[src/rtl/mdioconf_hst_arb.sv]
// rtl/mdioconf_hst_arb.sv - round-robin sequencer sharing the MAC host config/MDIO interface
// Grants one client command at a time, runs a config or MDIO handshake and returns the result.
module mdioconf_hst_arb #(
  parameter int N_REQ        = 3,
  parameter int CFG_RD_LAT   = 2,
  parameter int MDIO_TIMEOUT = 65535
) (
  input  logic                  host_clk,
  input  logic                  host_reset_n,
  input  logic [N_REQ-1:0]      req_valid,
  input  logic [2*N_REQ-1:0]    req_opcode,
  input  logic [10*N_REQ-1:0]   req_addr,
  input  logic [32*N_REQ-1:0]   req_wr_data,
  input  logic [N_REQ-1:0]      req_miim_sel,
  output logic [N_REQ-1:0]      req_ack,
  output logic [N_REQ-1:0]      rsp_valid,
  output logic [31:0]           rsp_data,
  output logic                  rsp_err,
  output logic [1:0]            host_opcode,
  output logic [9:0]            host_addr,
  output logic [31:0]           host_wr_data,
  input  logic [31:0]           host_rd_data,
  output logic                  host_miim_sel,
  output logic                  host_req,
  input  logic                  host_miim_rdy
);
  localparam int IW = (N_REQ > 1) ? $clog2(N_REQ) : 1;
  localparam logic [N_REQ-1:0] ONE = 1;

  typedef enum logic [2:0] {
    S_IDLE, S_CFG, S_CFG_WAIT, S_MDIO_WAIT, S_MDIO_REQ, S_MDIO_BUSY, S_DONE
  } state_t;

  state_t        state;
  logic [IW-1:0] last, gnt, gnt_idx, cand;
  logic          gnt_found;
  logic [1:0]    sel_opcode, cmd_opcode;
  logic [9:0]    sel_addr, cmd_addr;
  logic [31:0]   sel_wr_data;
  logic          sel_miim;
  logic [15:0]   cmd_mdio_data;
  logic [2:0]    lat_cnt;
  logic [15:0]   to_cnt;
  logic          to_hit;

  // Search starts one past the last granted client so every requester gets a turn.
  always_comb begin
    gnt_found = 1'b0;
    gnt_idx   = '0;
    cand      = '0;
    for (int k = 1; k <= N_REQ; k++) begin
      cand = IW'((int'(last) + k) % N_REQ);
      if (!gnt_found && req_valid[cand]) begin
        gnt_found = 1'b1;
        gnt_idx   = cand;
      end
    end
  end

  always_comb begin
    sel_opcode  = 2'b00;
    sel_addr    = '0;
    sel_wr_data = '0;
    sel_miim    = 1'b0;
    for (int i = 0; i < N_REQ; i++) begin
      if (gnt_idx == IW'(i)) begin
        sel_opcode  = req_opcode[i*2 +: 2];
        sel_addr    = req_addr[i*10 +: 10];
        sel_wr_data = req_wr_data[i*32 +: 32];
        sel_miim    = req_miim_sel[i];
      end
    end
  end

  assign req_ack = (state == S_IDLE && gnt_found && host_reset_n) ? (ONE << gnt_idx) : '0;
  assign to_hit  = ({1'b0, to_cnt} + 17'd1) == 17'(MDIO_TIMEOUT);

  always_ff @(posedge host_clk or negedge host_reset_n) begin
    if (!host_reset_n) begin
      state         <= S_IDLE;
      last          <= IW'(N_REQ - 1);
      gnt           <= '0;
      cmd_opcode    <= 2'b00;
      cmd_addr      <= '0;
      cmd_mdio_data <= '0;
      lat_cnt       <= '0;
      to_cnt        <= '0;
      host_opcode   <= 2'b11;
      host_addr     <= '0;
      host_wr_data  <= '0;
      host_miim_sel <= 1'b0;
      host_req      <= 1'b0;
      rsp_valid     <= '0;
      rsp_data      <= '0;
      rsp_err       <= 1'b0;
    end else begin
      case (state)
        S_IDLE: begin
          if (gnt_found) begin
            last          <= gnt_idx;
            gnt           <= gnt_idx;
            cmd_opcode    <= sel_opcode;
            cmd_addr      <= sel_addr;
            cmd_mdio_data <= sel_wr_data[15:0];
            if (sel_miim) begin
              host_miim_sel <= 1'b1;
              to_cnt        <= '0;
              state         <= S_MDIO_WAIT;
            end else begin
              host_opcode  <= sel_opcode;
              host_addr    <= sel_addr;
              host_wr_data <= sel_wr_data;
              state        <= S_CFG;
            end
          end
        end
        S_CFG: begin
          host_opcode  <= 2'b11;
          host_addr    <= '0;
          host_wr_data <= '0;
          if (cmd_opcode[1]) begin
            lat_cnt <= 3'd1;
            state   <= S_CFG_WAIT;
          end else begin
            rsp_valid <= ONE << gnt;
            rsp_data  <= '0;
            rsp_err   <= 1'b0;
            state     <= S_DONE;
          end
        end
        S_CFG_WAIT: begin
          if (lat_cnt == 3'(CFG_RD_LAT)) begin
            rsp_valid <= ONE << gnt;
            rsp_data  <= host_rd_data;
            rsp_err   <= 1'b0;
            state     <= S_DONE;
          end else begin
            lat_cnt <= lat_cnt + 3'd1;
          end
        end
        S_MDIO_WAIT, S_MDIO_REQ, S_MDIO_BUSY: begin
          to_cnt <= to_cnt + 16'd1;
          // A completion seen in the same cycle as the timeout still wins in BUSY.
          if (state == S_MDIO_BUSY && host_miim_rdy) begin
            rsp_valid     <= ONE << gnt;
            rsp_data      <= cmd_opcode[1] ? {16'b0, host_rd_data[15:0]} : 32'd0;
            rsp_err       <= 1'b0;
            host_opcode   <= 2'b11;
            host_addr     <= '0;
            host_wr_data  <= '0;
            host_miim_sel <= 1'b0;
            state         <= S_DONE;
          end else if (to_hit) begin
            rsp_valid     <= ONE << gnt;
            rsp_data      <= '0;
            rsp_err       <= 1'b1;
            host_opcode   <= 2'b11;
            host_addr     <= '0;
            host_wr_data  <= '0;
            host_miim_sel <= 1'b0;
            host_req      <= 1'b0;
            state         <= S_DONE;
          end else if (state == S_MDIO_WAIT && host_miim_rdy) begin
            host_opcode  <= cmd_opcode;
            host_addr    <= cmd_addr;
            host_wr_data <= {16'b0, cmd_mdio_data};
            host_req     <= 1'b1;
            state        <= S_MDIO_REQ;
          end else if (state == S_MDIO_REQ) begin
            host_req <= 1'b0;
            state    <= S_MDIO_BUSY;
          end
        end
        S_DONE: begin
          rsp_valid <= '0;
          state     <= S_IDLE;
        end
        default: state <= S_IDLE;
      endcase
    end
  end
endmodule

[config.mk]
export PLATFORM = sky130hd
export DESIGN_NAME = mdioconf_hst_arb
export DESIGN_NICKNAME = d
export VERILOG_FILES = /design/src/rtl/mdioconf_hst_arb.sv
export SDC_FILE = /design/constraint.sdc
export NUM_CORES = 1
export LEC_CHECK = 0
export CORE_ASPECT_RATIO = 0.7
export CORE_MARGIN = 5
export CORE_UTILIZATION = 36
export CTS_CLUSTER_SIZE = 12
export DETAILED_ROUTE_END_ITERATION = 6
export GPL_TIMING_DRIVEN = 0
export MAX_ROUTING_LAYER = met4
export PLACE_DENSITY = 0.66
export SYNTH_ARGS = -nofsm -noshare
export SYNTH_HDL_FRONTEND = slang
export SYNTH_SLANG_ARGS = --single-unit
[constraint.sdc]
create_clock -name host_clk -period 4.2 [get_ports host_clk]
set_clock_uncertainty 0.05 [all_clocks]
set_input_delay 0.63 -clock host_clk [delete_from_list [all_inputs] [get_ports host_clk]]
set_output_delay 0.63 -clock host_clk [all_outputs]
set_load 0.05 [all_outputs]
Yosys cells after proc, flatten, opt, wreduce, memory -nomap -nowiden
Index checks and enable logic that the tools add are counted.
Widths: inputs -> output; s select.
Word-level totals
  register bits after elaboration: 136
  bits of input ports: 173
  output and inout bits: 85
  logic and storage cells: 159
Operators by class
  add/subtract/negate cells: 6
  divide/modulo/power cells: 3
  magnitude comparators: 3
  eq/ne operators: 20
  shift operators: 2
  multiplexer cells: 82
  bitwise logic cells: 1
  reductions and logical operators: 26
Operators with widths (count)
  $mux 32: 12
  $pmux 32 s3: 2
  $mod 32x3->32 const B: 3
  $mux 10: 8
  $mux 16: 3
  $mux 3: 14
  $pmux 16 s2: 1
  $pmux 10 s3: 1
  $mux 2: 12
  $pmux 3 s4: 2
  $mux 1: 20
  $add 16x1->17 const B: 1
  $eq 17x16->1 const B: 1
  $add 16x1->16 const B: 1
  $reduce_and 4->1: 4
  $ne 2x2->1 const B: 7
  $reduce_and 3->1: 4
  $eq 3x2->1 const B: 3
  $eq 3x3->1 const B: 3
  $lt 2x3->1 const B: 3
  $reduce_bool 3->1: 3
  $add 2x2->3 const B: 2
  $bmux 1 s2: 3
  $logic_and 1x1->1: 6
  21 further kinds: 24

Depth between registers and ports, before layout
Gate-level depths: netlist (run 1).
  depth after elaboration: 18
  mapped depth: 12
  mapped depth without buffers: 9

Worst setup path after synthesis (run 1)
OpenSTA, ideal clock, no wires.
  path type: register -> output
  from: register last[1]
  to: output port req_ack[2]
  arrival: 3001 ps
  required time: 3520 ps
  slack: 519 ps
  cell stages (with the launch flop): 11
  path buffers: 4
  cell sequence: dfstp_2 inv_1 ha_1 clkbuf_1 a221oi_1 a32oi_1 o31a_1 clkbuf_1 clkbuf_1 clkbuf_1 nor2_1
On the way
  cells in the longest elaborated chain, start to end: 14
  elaborated cells on any way between the ends: 26
  classes of those cells: add/sub: 3; div: 3; shift: 1; mux: 13; reduce/logical: 6
RTL lines
  start: declaration: line 35  | logic [IW-1:0] last, gnt, gnt_idx, cand;
  start signal: assignment: line 81  | last <= IW'(N_REQ - 1);
  start signal: assignment: line 100  | last <= gnt_idx;
  $add 2x1->3: line 52  | cand = IW'((int'(last) + k) % N_REQ);
  $mod 32x3->32: line 52
  $bmux 1 s2: line 53  | if (!gnt_found && req_valid[cand]) begin
  $mux 1 (implied by the code): line 53
  $mux 1: line 53
  $logic_not 1->1: line 53
  $logic_and 1x1->1: line 53
  $mux 1: line 53
  $logic_not 1->1: line 53
  $logic_and 1x1->1: line 53
  $mux 1: line 53
  $logic_and 1x1->1 (2 in series): line 75  | assign req_ack = (state == S_IDLE && gnt_found && host_reset_n) ? (ONE << gnt_idx) : '0;
  $mux 3 *: line 75
  end: declaration: line 15  | output logic [N_REQ-1:0] req_ack,
Mark *: on every way between the ends. The rest lies on a longest branch, timed or not. The select of a mux whose other input is x is not followed.

Worst setup path after layout (run 1)
Ends and elaborated chain as after synthesis.

==> results of run 1 <==
cell type report:
cell class,count,area (µm²)
flip-flops and latches,135,3382
multi-input cells,532,3754
repair buffers,257,2589
clock buffers,19,432.9
well taps,276,345.3
clock inverters,13,198.9
fillers,1896,9514
inverters,33,123.9
plain buffers,53,250.2
sequential cells by signal (all words and copies together), names as in the netlist, 3 cells and up:
register	cells
host_wr_data	32
rsp_data	32
cmd_mdio_data	16
to_cnt	16
cmd_addr	10
host_addr	10
lat_cnt	3
rsp_valid	3
state	3
report_power, final:
part	internal [mW]	switching, mW
sequential	1.89	0.322
combinational	2.19	3.84
clock	1.00	0.603
Yosys cell counts, types with 16 or more instances:
library cell    n  share of area, %
a211oi_1       36               3.6
a21oi_1        18               1.2
a22o_1         21               2.5
and3_1         21               1.8
clkbuf_1       37               1.9
dfrtp_1       132                44
inv_1          32               1.6
mux2_1         22               3.3
mux2_2         26               3.9
mux2i_1        35               4.7
nand2_1        75               3.8
nand2b_1       19               1.6
nor2_1         51               2.6
o21ai_0        39               2.6
o2bb2ai_1      26               3.0
o31ai_1        16               1.6
critical path: stages, from the launching register on:
cell,delay (ps)
dfstp_2,540
inv_1,80
ha_1,430
a221oi_2,280
a32oi_2,130
o31a_2,470
clkbuf_2,240
clkbuf_4,270
nor2_1,110
buf_2,270
what timing repair did:
item / CTS / global route
gates resized for setup: 19 / 4
setup endpoints to repair: 9 / 22
buffers inserted: 0 / 0
cloned: 0 / 0
kinds of logic after synthesis:
| kind of cell | count (synthesis) | share of synthesized area [%] |
|---|---|---|
| AO/OA/AOI/OAI | 213 | 21.18 |
| XOR/XNOR | 9 | 1.052 |
| adder cells (fa/ha/maj) | 8 | 1.336 |
| buffers and inverters | 90 | 5.094 |
| flip-flops | 135 | 45.15 |
| multiplexers | 83 | 11.89 |
| AND/OR/NAND/NOR | 219 | 14.30 |
metal layers:
| layer | wire length, µm | vias to the layer above | global-route usage [%] |
|---|---|---|---|
| met1 | 12000 | 3369 | 29.36 |
| met4 | 317 | 0 | 4.632 |
| met3 | 1653 | 28 | 5.977 |
| met2 | 11450 | 260 | 32.95 |
| li1 | - | 3334 | - |
| met5 | 0 | - | - |
final timing paths:
kind,depth (start not counted),to,start
min in group host_clk,2,cmd_mdio_data[14],cmd_mdio_data[14]
worst min-delay path,1,to_cnt[14],host_reset_n
worst min register to register,2,cmd_mdio_data[14],cmd_mdio_data[14]
worst max-delay path,9,req_ack[2],last[1]
worst max register to register,10,host_addr[6],last[0]
max in group asynchronous,2,last[1],host_reset_n
stage by stage:
step	cells	hold slack (ps)
after floorplan	757	284.4
after global placement	1289	411.3
after detailed placement	1290	416.7
after CTS	1319	76.80
after global routing	1318	89.36
final	1318	74.25
==> flow_summary.json, run 1 <==
{
  "status": "finished, final reports clean",
  "fp.dieH_um": 130.7,
  "fin_crit_ps": 3938,
  "worst_pin_slew_ps": 1062,
  "ios": 258,
  "synth_area_um2": 7491,
  "wl_per_cell_um": 19.29,
  "cts_buffers": 17,
  "h-tree-depth": 4,
  "area_growth_pct": 47.85,
  "drcViolationCount": 0,
  "ant_nets": 0,
  "dp_hpwl_mm": 19.29,
  "final_common_cell": "clkdlybuf4s50_1",
  "n_antenna_cell": 0,
  "max_clock_freq_mhz": 253.9,
  "die_area_um2": 23840,
  "slew_viol_final": 0,
  "worst_setup_path_start_kind": "flip-flop",
  "crit_required_ps": 3520,
  "seq_area_frac_synth_pct": 45.15,
  "clock_latency_ps": 420,
  "rsz0062_at_grt": "no",
  "grt_pass1_wl_mm": 39.41,
  "dr.pass1.iters": 6,
  "grt_pass1_vias": 6952,
  "clk_path_buf_depth": 2,
  "fp.dieW_um": 182.4,
  "cts.sinks": 135,
  "fin_tns_setup_ps": 0,
  "place.gp.congestion": 0.8889,
  "maxCapViolations": 0,
  "async_reset_ff_share_pct": 100.0,
  "grt_remaining_overflow": 0,
  "antenna_found_initial": 0,
  "critPathCaptureType": "primary output",
  "path_max_fanout": 11,
  "worst_slack_ps": 262.2,
  "placed_area_um2": 10430,
  "hold_viol": 0,
  "hold_path_class": "in -> async",
  "grt_max_degree": 96,
  "first_iter_violations": 606,
  "ir_drop_mv": 0.3831,
  "p_leak_nw": 4.769,
  "postLayoutCoreUtil_pct": 53.79,
  "initial_core_util_pct": 36.38,
  "cts_tree": "done",
  "p_per_area_nw_per_um2": 889.3,
  "reg2reg_slack_ps": 330,
  "root_buffer": "clkbuf_16",
  "coreArea_um2": 20590,
  "grt_use_total_pct": 21.69,
  "final_cell_mix": "clkdlybuf4s50_1 (252), dfrtp_1 (132), nand2_1 (74)",
  "port_buffers": 256,
  "wl_mm": 25.42,
  "synth_seq_cells": 135,
  "preCtsSetupSlack_ps": -695.6,
  "drive_gt1_share_pct": 9.597,
  "cts_hold_buf": 0,
  "yosysUniqueCellTypes": 64,
  "power_mw": 9.849,
  "num_vias": 6991,
  "num_rows": 44,
  "avgSynthCellArea_um2": 9.896,
  "path_clk_slew_ps": 60,
  "via_per_inst": 5.304,
  "stdcell_area_um2": 11080,
  "relSlewSlack_pct": 29.01,
  "yosys_warnings": 0,
  "syn_nets": 938,
  "finalNetCount": 1210,
  "report.final.setup_viol": 0,
  "path_class": "reg -> out",
  "synth_ff_type": "dfrtp_1",
  "postSynthCellCount": 757,
  "finalCritPeriodShare_pct": 93.76,
  "arrival_ps": 3260,
  "synth_enable_flop_cells": 0
}
No activity file was read; power rests on OpenSTA's default activity.
==> run 2: changes to the inputs <==
- clock period: 4.2 -> 4.6 ns (I/O delays scaled with it)
==> run 2 against run 1 <==
  * Wire length decreased by 0.20%
  * Sequential share of layout area is 0.062 points higher
  * Flip-flop and latch count stayed put
  * First-iteration DRC count grew 8.9%
  * Largest cell class unchanged
  * Register-to-register slack improved by 50 ps
  * Global-route usage unchanged
  * Non-clock buffer count increased by 1
  * Sequential power is 9% lower
  * Cell area fell by 0.20%
  * Cell count about the same
==> flow_summary.json, run 2 (synthesis results as in run 1) <==
{
  "status": "finished, final reports clean",
  "grt_pass1_vias": 6937,
  "fp.dieH_um": 130.7,
  "worst_setup_path_start_kind": "flip-flop",
  "ant_nets": 0,
  "root_buffer": "clkbuf_16",
  "wl_mm": 25.37,
  "dr.pass1.iters": 6,
  "seqPwrFrac_pct": 22.5,
  "drive_gt1_share_pct": 9.204,
  "p_leak_nw": 4.755,
  "num_rows": 44,
  "p_clk_share_pct": 16.4,
  "h-tree-depth": 4,
  "first_iter_violations": 660,
  "antenna_found_initial": 0,
  "clk_path_buf_depth": 2,
  "hold_path_class": "in -> async",
  "finalCritPeriodShare_pct": 94.97,
  "fp.dieW_um": 182.4,
  "ir_drop_mv": 0.3490,
  "fin_tns_setup_ps": 0,
  "cts_tree": "done",
  "relSlewSlack_pct": 30.15,
  "crit_required_ps": 3860,
  "path_clk_slew_ps": 60,
  "fin_crit_ps": 4369,
  "reg_top3": "host_wr_data x32, rsp_data x32",
  "arrival_ps": 3630,
  "grt_remaining_overflow": 0,
  "report.final.setup_viol": 0,
  "final_cell_mix": "clkdlybuf4s50_1 (252), dfrtp_1 (132), nand2_1 (74)",
  "coreArea_um2": 20590,
  "grt_max_degree": 96,
  "slew_viol_final": 0,
  "p_per_area_nw_per_um2": 810.9,
  "grt_use_total_pct": 21.69,
  "cts.sinks": 135,
  "max_clock_freq_mhz": 228.9,
  "swShare_pct": 48.36,
  "path_max_fanout": 11,
  "rsz0062_at_grt": "no",
  "power_mw": 8.963,
  "pwr-share-comb_pct": 61.1,
  "via_per_inst": 5.303,
  "grt_pass1_wl_mm": 39.39,
  "maxCapViolations": 0,
  "port_buffers": 256,
  "ios": 258,
  "worst_pin_slew_ps": 1040,
  "place.gp.congestion": 0.8889,
  "clock_latency_ps": 420,
  "finalNetCount": 1211,
  "dp_hpwl_mm": 19.29,
  "num_vias": 6994,
  "path_class": "reg -> out",
  "cpPeakStageDelay_ps": 540,
  "p_int_mw": 4.628,
  "cp_slowest_cell": "dfstp_2",
  "hold_viol": 0,
  "critPathCaptureType": "primary output",
  "post_cts_buffers": 0,
  "cts_hold_buf": 0,
  "final_common_cell": "clkdlybuf4s50_1",
  "initial_core_util_pct": 36.38,
  "path_cells": "inv_1, ha_1, clkbuf_1, a221oi_1, a32oi_1, o31a_2, o21ai_1, buf_2, nor2_1, clkdlybuf4s15_2",
  "n_antenna_cell": 0,
  "die_area_um2": 23840,
  "drcViolationCount": 0,
  "p_switching_mw": 4.335,
  "wl_per_cell_um": 19.23,
  "area_growth_pct": 47.55,
  "cts_buffers": 17
}
==> run 2: layout make-up <==
type	count	area, µm²
fillers	1895	9537
multi-input cells	532	3731
flip-flops and latches	135	3382
repair buffers	257	2589
clock buffers	19	432.9
well taps	276	345.3
plain buffers	54	250.2
clock inverters	13	198.9
inverters	33	123.9
==> run 2: layer usage <==
layer,routed length (µm),part of all wire (%),track usage [%]
met1,11980,47,29.38
met2,11550,46,33.08
met3,1611,6.4,5.921
met4,224,0.88,4.411
met5,0,0,-
==> run 2: final timing paths <==
check / depth (start not counted) / from / endpoint / slack, ps
setup / recovery: 10 / last[1] / req_ack[0] / 230
hold / removal: 1 / host_reset_n / to_cnt[14] / 140
setup reg to reg: 11 / last[1] / cmd_mdio_data[9] / 380
hold reg to reg: 2 / cmd_mdio_data[14] / cmd_mdio_data[14] / 430
max in group asynchronous: 2 / host_reset_n / host_opcode[1] / 3540
min in group host_clk: 2 / cmd_mdio_data[14] / cmd_mdio_data[14] / 430
==> run 2: metrics by stage <==
step                util (%)  std cells  instance area [µm²]  setup WS [ps]  hold slack (ps)
floorplan                  -        757                 7491          858.7            344.4
global placement       50.50       1289                10400          -3672            411.3
detailed placement     50.64       1290                10430         -415.6            416.7
CTS                    53.71       1320                11060          38.35            136.8
global route           53.68       1319                11050          8.182            149.4
finish                 53.68       1319                11050          231.4            135.1
==> run 2: worst max-delay path, delay by kind of cell (launching register included) <==
kind            cells  cell delay, ps
buf+inv             4             950
flops               1             540
fa+ha+maj           1             290
compound gates      4            1370
simple gates        1              60
==> run 2: what timing repair did <==
action,4_1_cts,5_1_grt
resized for setup,12,5
pin swaps,0,0
endpoints found under the setup margin,3,3
==> run 2: power by group through the flow <==
stage	logic, mW	registers, mW	clock network, mW
global route	5.87	2.08	1.56
floorplan	2.55	3.13	0
CTS	5.51	2.02	1.50
global placement	5.43	2.02	0
detailed placement	5.49	2.03	0
finish	5.47	2.02	1.47
==> RTL change 1 (flow settings as in run 1) <==
Change the parameter `N_REQ` from 3 to 2.
--- a/src/rtl/mdioconf_hst_arb.sv
+++ b/src/rtl/mdioconf_hst_arb.sv
@@ -1,7 +1,7 @@
 // rtl/mdioconf_hst_arb.sv - round-robin sequencer sharing the MAC host config/MDIO interface
 // Grants one client command at a time, runs a config or MDIO handshake and returns the result.
 module mdioconf_hst_arb #(
-  parameter int N_REQ        = 3,
+  parameter int N_REQ        = 2,
   parameter int CFG_RD_LAT   = 2,
   parameter int MDIO_TIMEOUT = 65535
 ) (
Interface: changed (7 resized); port bits go from 258 to 210. The function was not compared with the original's and may differ.
==> RTL change 1 against run 1 <==
- combinational power is 27% lower
- via count is 14% lower
- worst hold slack better by 0.14 ns
- design area is 13% lower
- wire length is 19% lower
- sequential cell count is 2 lower
- critical endpoint is now req_ack[0]
- maximum frequency is 3.0% lower
- synthesized area is 11% lower
- largest cell class is now flip-flops and latches
- clock power is 7% lower
- worst setup slack worse by 0.12 ns
- highest routed layer unchanged
- power is 19% lower
==> RTL change 1: results (changes against run 1) <==
Parameter                              Value

Logic synthesis
  Mux cell area share after synthesis    14.16% (+2.3 points)
  Commonest cells in the netlist    dfrtp_1, nand2_1, a21oi_1
  Count of cell types in the netlist    57 (-11%)
  Area fraction in compound gates after synthesis    16.17% (-5.0 points)
  Sequential share of the synthesized area    49.89% (+4.7 points)
  Top cells by area in the synthesized netlist    dfrtp_1, mux2i_1, nand2_1
  Adder and majority cell fraction of the synthesized area    0.7493% (-0.59 points)
  Primary flip-flop cell chosen by synthesis mapping    dfrtp_1
  Post-Synthesis Net Count    807 (-14%)
  Post-synthesis share of cell area spent on xor and xnor gates    0.5245% (-0.53 points)

GRT
  Overall track demand over capacity in global routing    19.95% (-1.7 points)
  Wire length of the first global-routing pass    32.61 mm (-17%)
  Largest net degree at the start of global routing    81 (-16%)
  Met3 track demand over resource in global routing    6.735% (+0.76 points)
  Met2 demand-to-capacity share in global routing    27.87% (-5.1 points)
  Grt met1 use    27.92% (-1.4 points)
  Via count of the first global-routing pass    5858 (-16%)

Layout
  Net count, final    1035 (-14%)
  Multi-input gate area in the final layout    3028 um^2 (-19%)
  Ratio of cells with drive above 1 in the final layout    9.378% (-0.22 points)
  Clock network area share    6.088% (+0.38 points)
  Register cell area after layout    3332 um^2 (-1.5%)
  Non-clock buffers    255 (-18%)
  Logic inverters    23 (-30%)
  Fraction of area in non-clock buffers    24.27% (-1.4 points)
  Count of clock-net buffers in the final layout    18 (-1)
  Fill cells    1664 (-12%)
  Count of multi-input gates    474 (-11%)

Worst setup path
  Worst-path cell with the longest stage delay    clkdlybuf4s50_1
  Max stage delay on crit path    0.85 ns (+0.31 ns)
  Max Fanout on Critical Path    10 (-1)
  Beginning of the worst register-to-register path    to_cnt[1]
  Arrival time of data at the critical path endpoint    3.38 ns (+0.12 ns)
  Minimum setup slack among reg-to-reg paths    0.72 ns (+0.39 ns)
  Reg-to-reg endpoint    host_wr_data[3]
  Logic depth of the worst register-to-register path    11 (+1)

Pwr
  Worst ir drop on vdd    481.7 uV (+26%)
  Leakage dissipation    4.079 nW (-14%)
  Clk network pwr share    18.7% (+2.4 points)
  Relative contribution of combinational cells to total power    55.3% (-5.9 points)
  Switching fraction of total power    45.09% (-3.3 points)

Placed design
  Port Buffers    209 (-18%)
  Worst setup slack after placement    -0.04583 ns (+0.6498 ns)
  Final Wtd Congestion    0.8855 (-0.38%)
  Half-perimeter wire length after detailed placement    15.23 mm (-21%)

Run status
  Outcome    finished clean

Routing
  Met3 wire length    2.002 mm (+21%)
  First DRT Iteration DRCs    447 (-26%)
  Routed wire length    20.57 mm (-19%)
  Pre-antenna DRT Iters    5 (-1)
  Drt via density    5.206 (-1.8%)
  Detailed-routed wire length on met2    8.394 mm (-27%)
  Met1 layer wirelength in the final routing    9.930 mm (-17%)

Clock tree
  CTS Buf Count    17 (unchanged)
  Total of cells resized after clock tree synthesis    0 (-19)
  Total number of clock tree sinks    133 (-1.5%)

Timing
  Hold slack    0.2123 ns (+0.1380 ns)
  Tightest slew margin relative to the limit    39.94% (+11 points)
## RTL change 1: critical path: cells and delay by family
family / cells / cell delay [ns]
buffers and inverters: 3 / 2.05
AND/OR/NAND/NOR: 3 / 0.69
## RTL change 1: metrics by stage
step	cell area (um^2)	instances	total power, mW	setup TNS, ns
2_1_floorplan	6679	676	5.087	0
3_3_place_gp	9066	1121	6.448	-422.66
3_5_place_dp	9095	1122	6.510	-0.04583
4_1_cts	9681	1153	8.033	0
5_1_grt	9681	1153	8.460	0
6_report	9681	1153	7.956	0
## RTL change 1: how the worst max path moves through the flow
stage / startpoint / to / slack [ns] / cells after the start
2_1_floorplan: to_cnt[1] / host_wr_data[15] / 1.18 / 11
3_3_place_gp: host_reset_n / req_ack[0] / -3.86 / 3
3_5_place_dp: req_valid[1] / req_ack[1] / -0.05 / 6
4_1_cts: req_valid[1] / req_ack[1] / 0.11 / 5
5_1_grt: req_valid[0] / req_ack[0] / 0.001 / 6
6_report: req_valid[0] / req_ack[0] / 0.14 / 6
==> RTL change 2 (settings of run 1) <==
Made on the original files. Register the output `rsp_err` once more, without a reset; this adds one clock of latency there. The other outputs are not delayed to match.
--- a/src/rtl/mdioconf_hst_arb.sv
+++ b/src/rtl/mdioconf_hst_arb.sv
@@ -30,6 +30,8 @@
   typedef enum logic [2:0] {
     S_IDLE, S_CFG, S_CFG_WAIT, S_MDIO_WAIT, S_MDIO_REQ, S_MDIO_BUSY, S_DONE
   } state_t;
+
+  logic rsp_err_s0;
 
   state_t        state;
   logic [IW-1:0] last, gnt, gnt_idx, cand;
@@ -92,7 +94,7 @@
       host_req      <= 1'b0;
       rsp_valid     <= '0;
       rsp_data      <= '0;
-      rsp_err       <= 1'b0;
+      rsp_err_s0    <= 1'b0;
     end else begin
       case (state)
         S_IDLE: begin
@@ -124,7 +126,7 @@
           end else begin
             rsp_valid <= ONE << gnt;
             rsp_data  <= '0;
-            rsp_err   <= 1'b0;
+            rsp_err_s0 <= 1'b0;
             state     <= S_DONE;
           end
         end
@@ -132,7 +134,7 @@
           if (lat_cnt == 3'(CFG_RD_LAT)) begin
             rsp_valid <= ONE << gnt;
             rsp_data  <= host_rd_data;
-            rsp_err   <= 1'b0;
+            rsp_err_s0 <= 1'b0;
             state     <= S_DONE;
           end else begin
             lat_cnt <= lat_cnt + 3'd1;
@@ -144,7 +146,7 @@
           if (state == S_MDIO_BUSY && host_miim_rdy) begin
             rsp_valid     <= ONE << gnt;
             rsp_data      <= cmd_opcode[1] ? {16'b0, host_rd_data[15:0]} : 32'd0;
-            rsp_err       <= 1'b0;
+            rsp_err_s0    <= 1'b0;
             host_opcode   <= 2'b11;
             host_addr     <= '0;
             host_wr_data  <= '0;
@@ -153,7 +155,7 @@
           end else if (to_hit) begin
             rsp_valid     <= ONE << gnt;
             rsp_data      <= '0;
-            rsp_err       <= 1'b1;
+            rsp_err_s0    <= 1'b1;
             host_opcode   <= 2'b11;
             host_addr     <= '0;
             host_wr_data  <= '0;
@@ -179,5 +181,9 @@
       endcase
     end
   end
+  always_ff @(posedge host_clk) begin
+    rsp_err <= rsp_err_s0;
+  end
+
 endmodule
 
Formal check against the unedited RTL: no difference found for any inputs over 4 cycles, from zero or initial values and one cycle with host_reset_n low; that may be too few to reach the edited logic, so the function may still have changed.
==> RTL change 2 against run 1 <==
- wire length down 3.2%
- register-to-register slack improved by 0.31 ns
- global-route usage fell by 0.90 points
- maximum frequency down 1.3%
- design area up 0.64%
- synthesized area up 1.2%
- worst setup slack got worse by 0.052 ns
- sequential cell count up 1
- power shrank 2.1%
- sequential share of layout area is essentially flat
- critical endpoint is now req_ack[1]
==> RTL change 2: results (changes against run 1) <==
Parameter                              Value

Layout
  Net count, final    1182 (-2.3%)
  Fraction of area in non-clock buffers    25.44% (-0.20 points)
  Layout overhead on the synthesized area    47.01%
  Clock network area share    5.399% (-0.31 points)
  Non-clock buffers    304 (-1.9%)
  Count of multi-input gates    500 (-6.0%)
  Ratio of cells with drive above 1 in the final layout    16.57% (+7.0 points)
  Multi-input gate area in the final layout    3801 um^2 (+1.3%)
  Total inserted antenna cells    1 (+1)
  Fill cells    1843 (-2.8%)
  Top Registers    host_wr_data: 32 flops, rsp_data: 32 flops
  Logic inverters    42 (+27%)
  Share of cell area taken by flip-flops and latches    30.52% (about the same)

GRT
  Wire length of the first global-routing pass    38.84 mm (-1.4%)
  Overall track demand over capacity in global routing    20.80% (-0.90 points)
  Largest net degree at the start of global routing    96 (unchanged)
  Via count of the first global-routing pass    6746 (-3.0%)
  Antenna violations before repair    1 (+1)

Timing
  Final worst-path cycle share    94.98% (+1.2 points)
  Hold slack    0.05949 ns (-0.01476 ns)
  Measured slew at the worst slew-check pin    0.9043 ns (-0.1573 ns)

Pwr
  Sequential cell fraction of total power    22.9% (+0.4 points)
  Pint    5.264 mW (+3.5%)
  Worst ir drop on vdd    444.3 uV (+16%)
  Relative contribution of combinational cells to total power    61.0% (-0.2 points)
  Overall power of the completed layout    9.642 mW (-2.1%)
  Leakage dissipation    4.835 nW (+1.4%)

Worst setup path
  Logic depth of the worst register-to-register path    11 (+1)
  Minimum setup slack among reg-to-reg paths    0.64 ns (+0.31 ns)
  Critical Path Sink    req_ack[1]
  Reg-to-reg endpoint    host_addr[5]
  Arrival time of data at the critical path endpoint    3.31 ns (+0.05 ns)
  Beginning of the worst register-to-register path    last[1]
  Max Fanout on Critical Path    10 (-1)

Clock tree
  Number of buffers added for setup after CTS    0 (unchanged)
  Clock latency at the later pin of the worst-skew pair    0.42 ns (about the same)
  Total of cells resized after clock tree synthesis    21 (+2)

Placed design
  Worst setup slack after placement    -0.9890 ns (-0.2934 ns)
  Dpl cell area    10530 um^2 (+0.97%)
  Final Wtd Congestion    0.8784 (-1.2%)
  Half-perimeter wire length after detailed placement    18.78 mm (-2.6%)
  Port Buffers    257 (+0.39%)
  Number of cells after detailed placement    1259 (-2.4%)

Logic synthesis
  Count of cell types in the netlist    65 (+1.6%)
  Post-Synthesis Net Count    906 (-3.4%)
  Sequential share of the synthesized area    44.87% (-0.28 points)
  Top cells by area in the synthesized netlist    dfrtp_1, mux2_4, mux2i_1
  Commonest cells in the netlist    dfrtp_1, nor2_1, nand2_1
  Syn avg cell area    10.46 um^2 (+5.7%)
  #FFs+latches synth    136 (+0.74%)
  Share of flip-flops with an asynchronous set or reset    99.26% (-0.74 points)

Routing
  Drt via density    5.271 (-0.62%)
  First DRT Iteration DRCs    452 (-25%)
  Pre-antenna DRT Iters    5 (-1)
  Vias after detailed routing    6805 (-2.7%)
  Detail-routed net length per standard cell    19.06 um (-1.2%)

Die
  Tapcell Cnt    276 (unchanged)

Run status
  Outcome    finished clean
[RTL change 2: logic make-up (layout without fill, tap and decap cells)]
kind of cell	Yosys count	in the layout	synth area share (%)
and+or+nand+nor	196	196	12.64
buffers and inverters	89	378	5.297
other	0	1	0
DFF	136	136	44.87
AOI/OAI and AO/OA	185	185	18.30
xor gates and xnor gates	6	6	0.6931
muxes	105	105	16.88
adders and majority gates	8	8	1.320
[RTL change 2: metal layers]
layer / vias to the layer above / part of all wire (%) / global-route usage [%]
li1: 3222 / - / -
met1: 3325 / 47 / 29.47
met2: 238 / 44 / 29.58
met3: 20 / 8.0 / 5.884
met4: 0 / 0.98 / 4.715
met5: - / 0 / -
[RTL change 2: critical path, stage by stage (launching register included)]
cell	delay, ns
dfstp_2	0.57
inv_1	0.07
ha_2	0.17
buf_2	0.17
a221o_1	0.36
o32a_1	0.21
a211o_1	0.38
nand2_4	0.16
clkinv_2	0.16
buf_4	0.24
nand2_1	0.12
nor2_1	0.06
buf_2	0.22
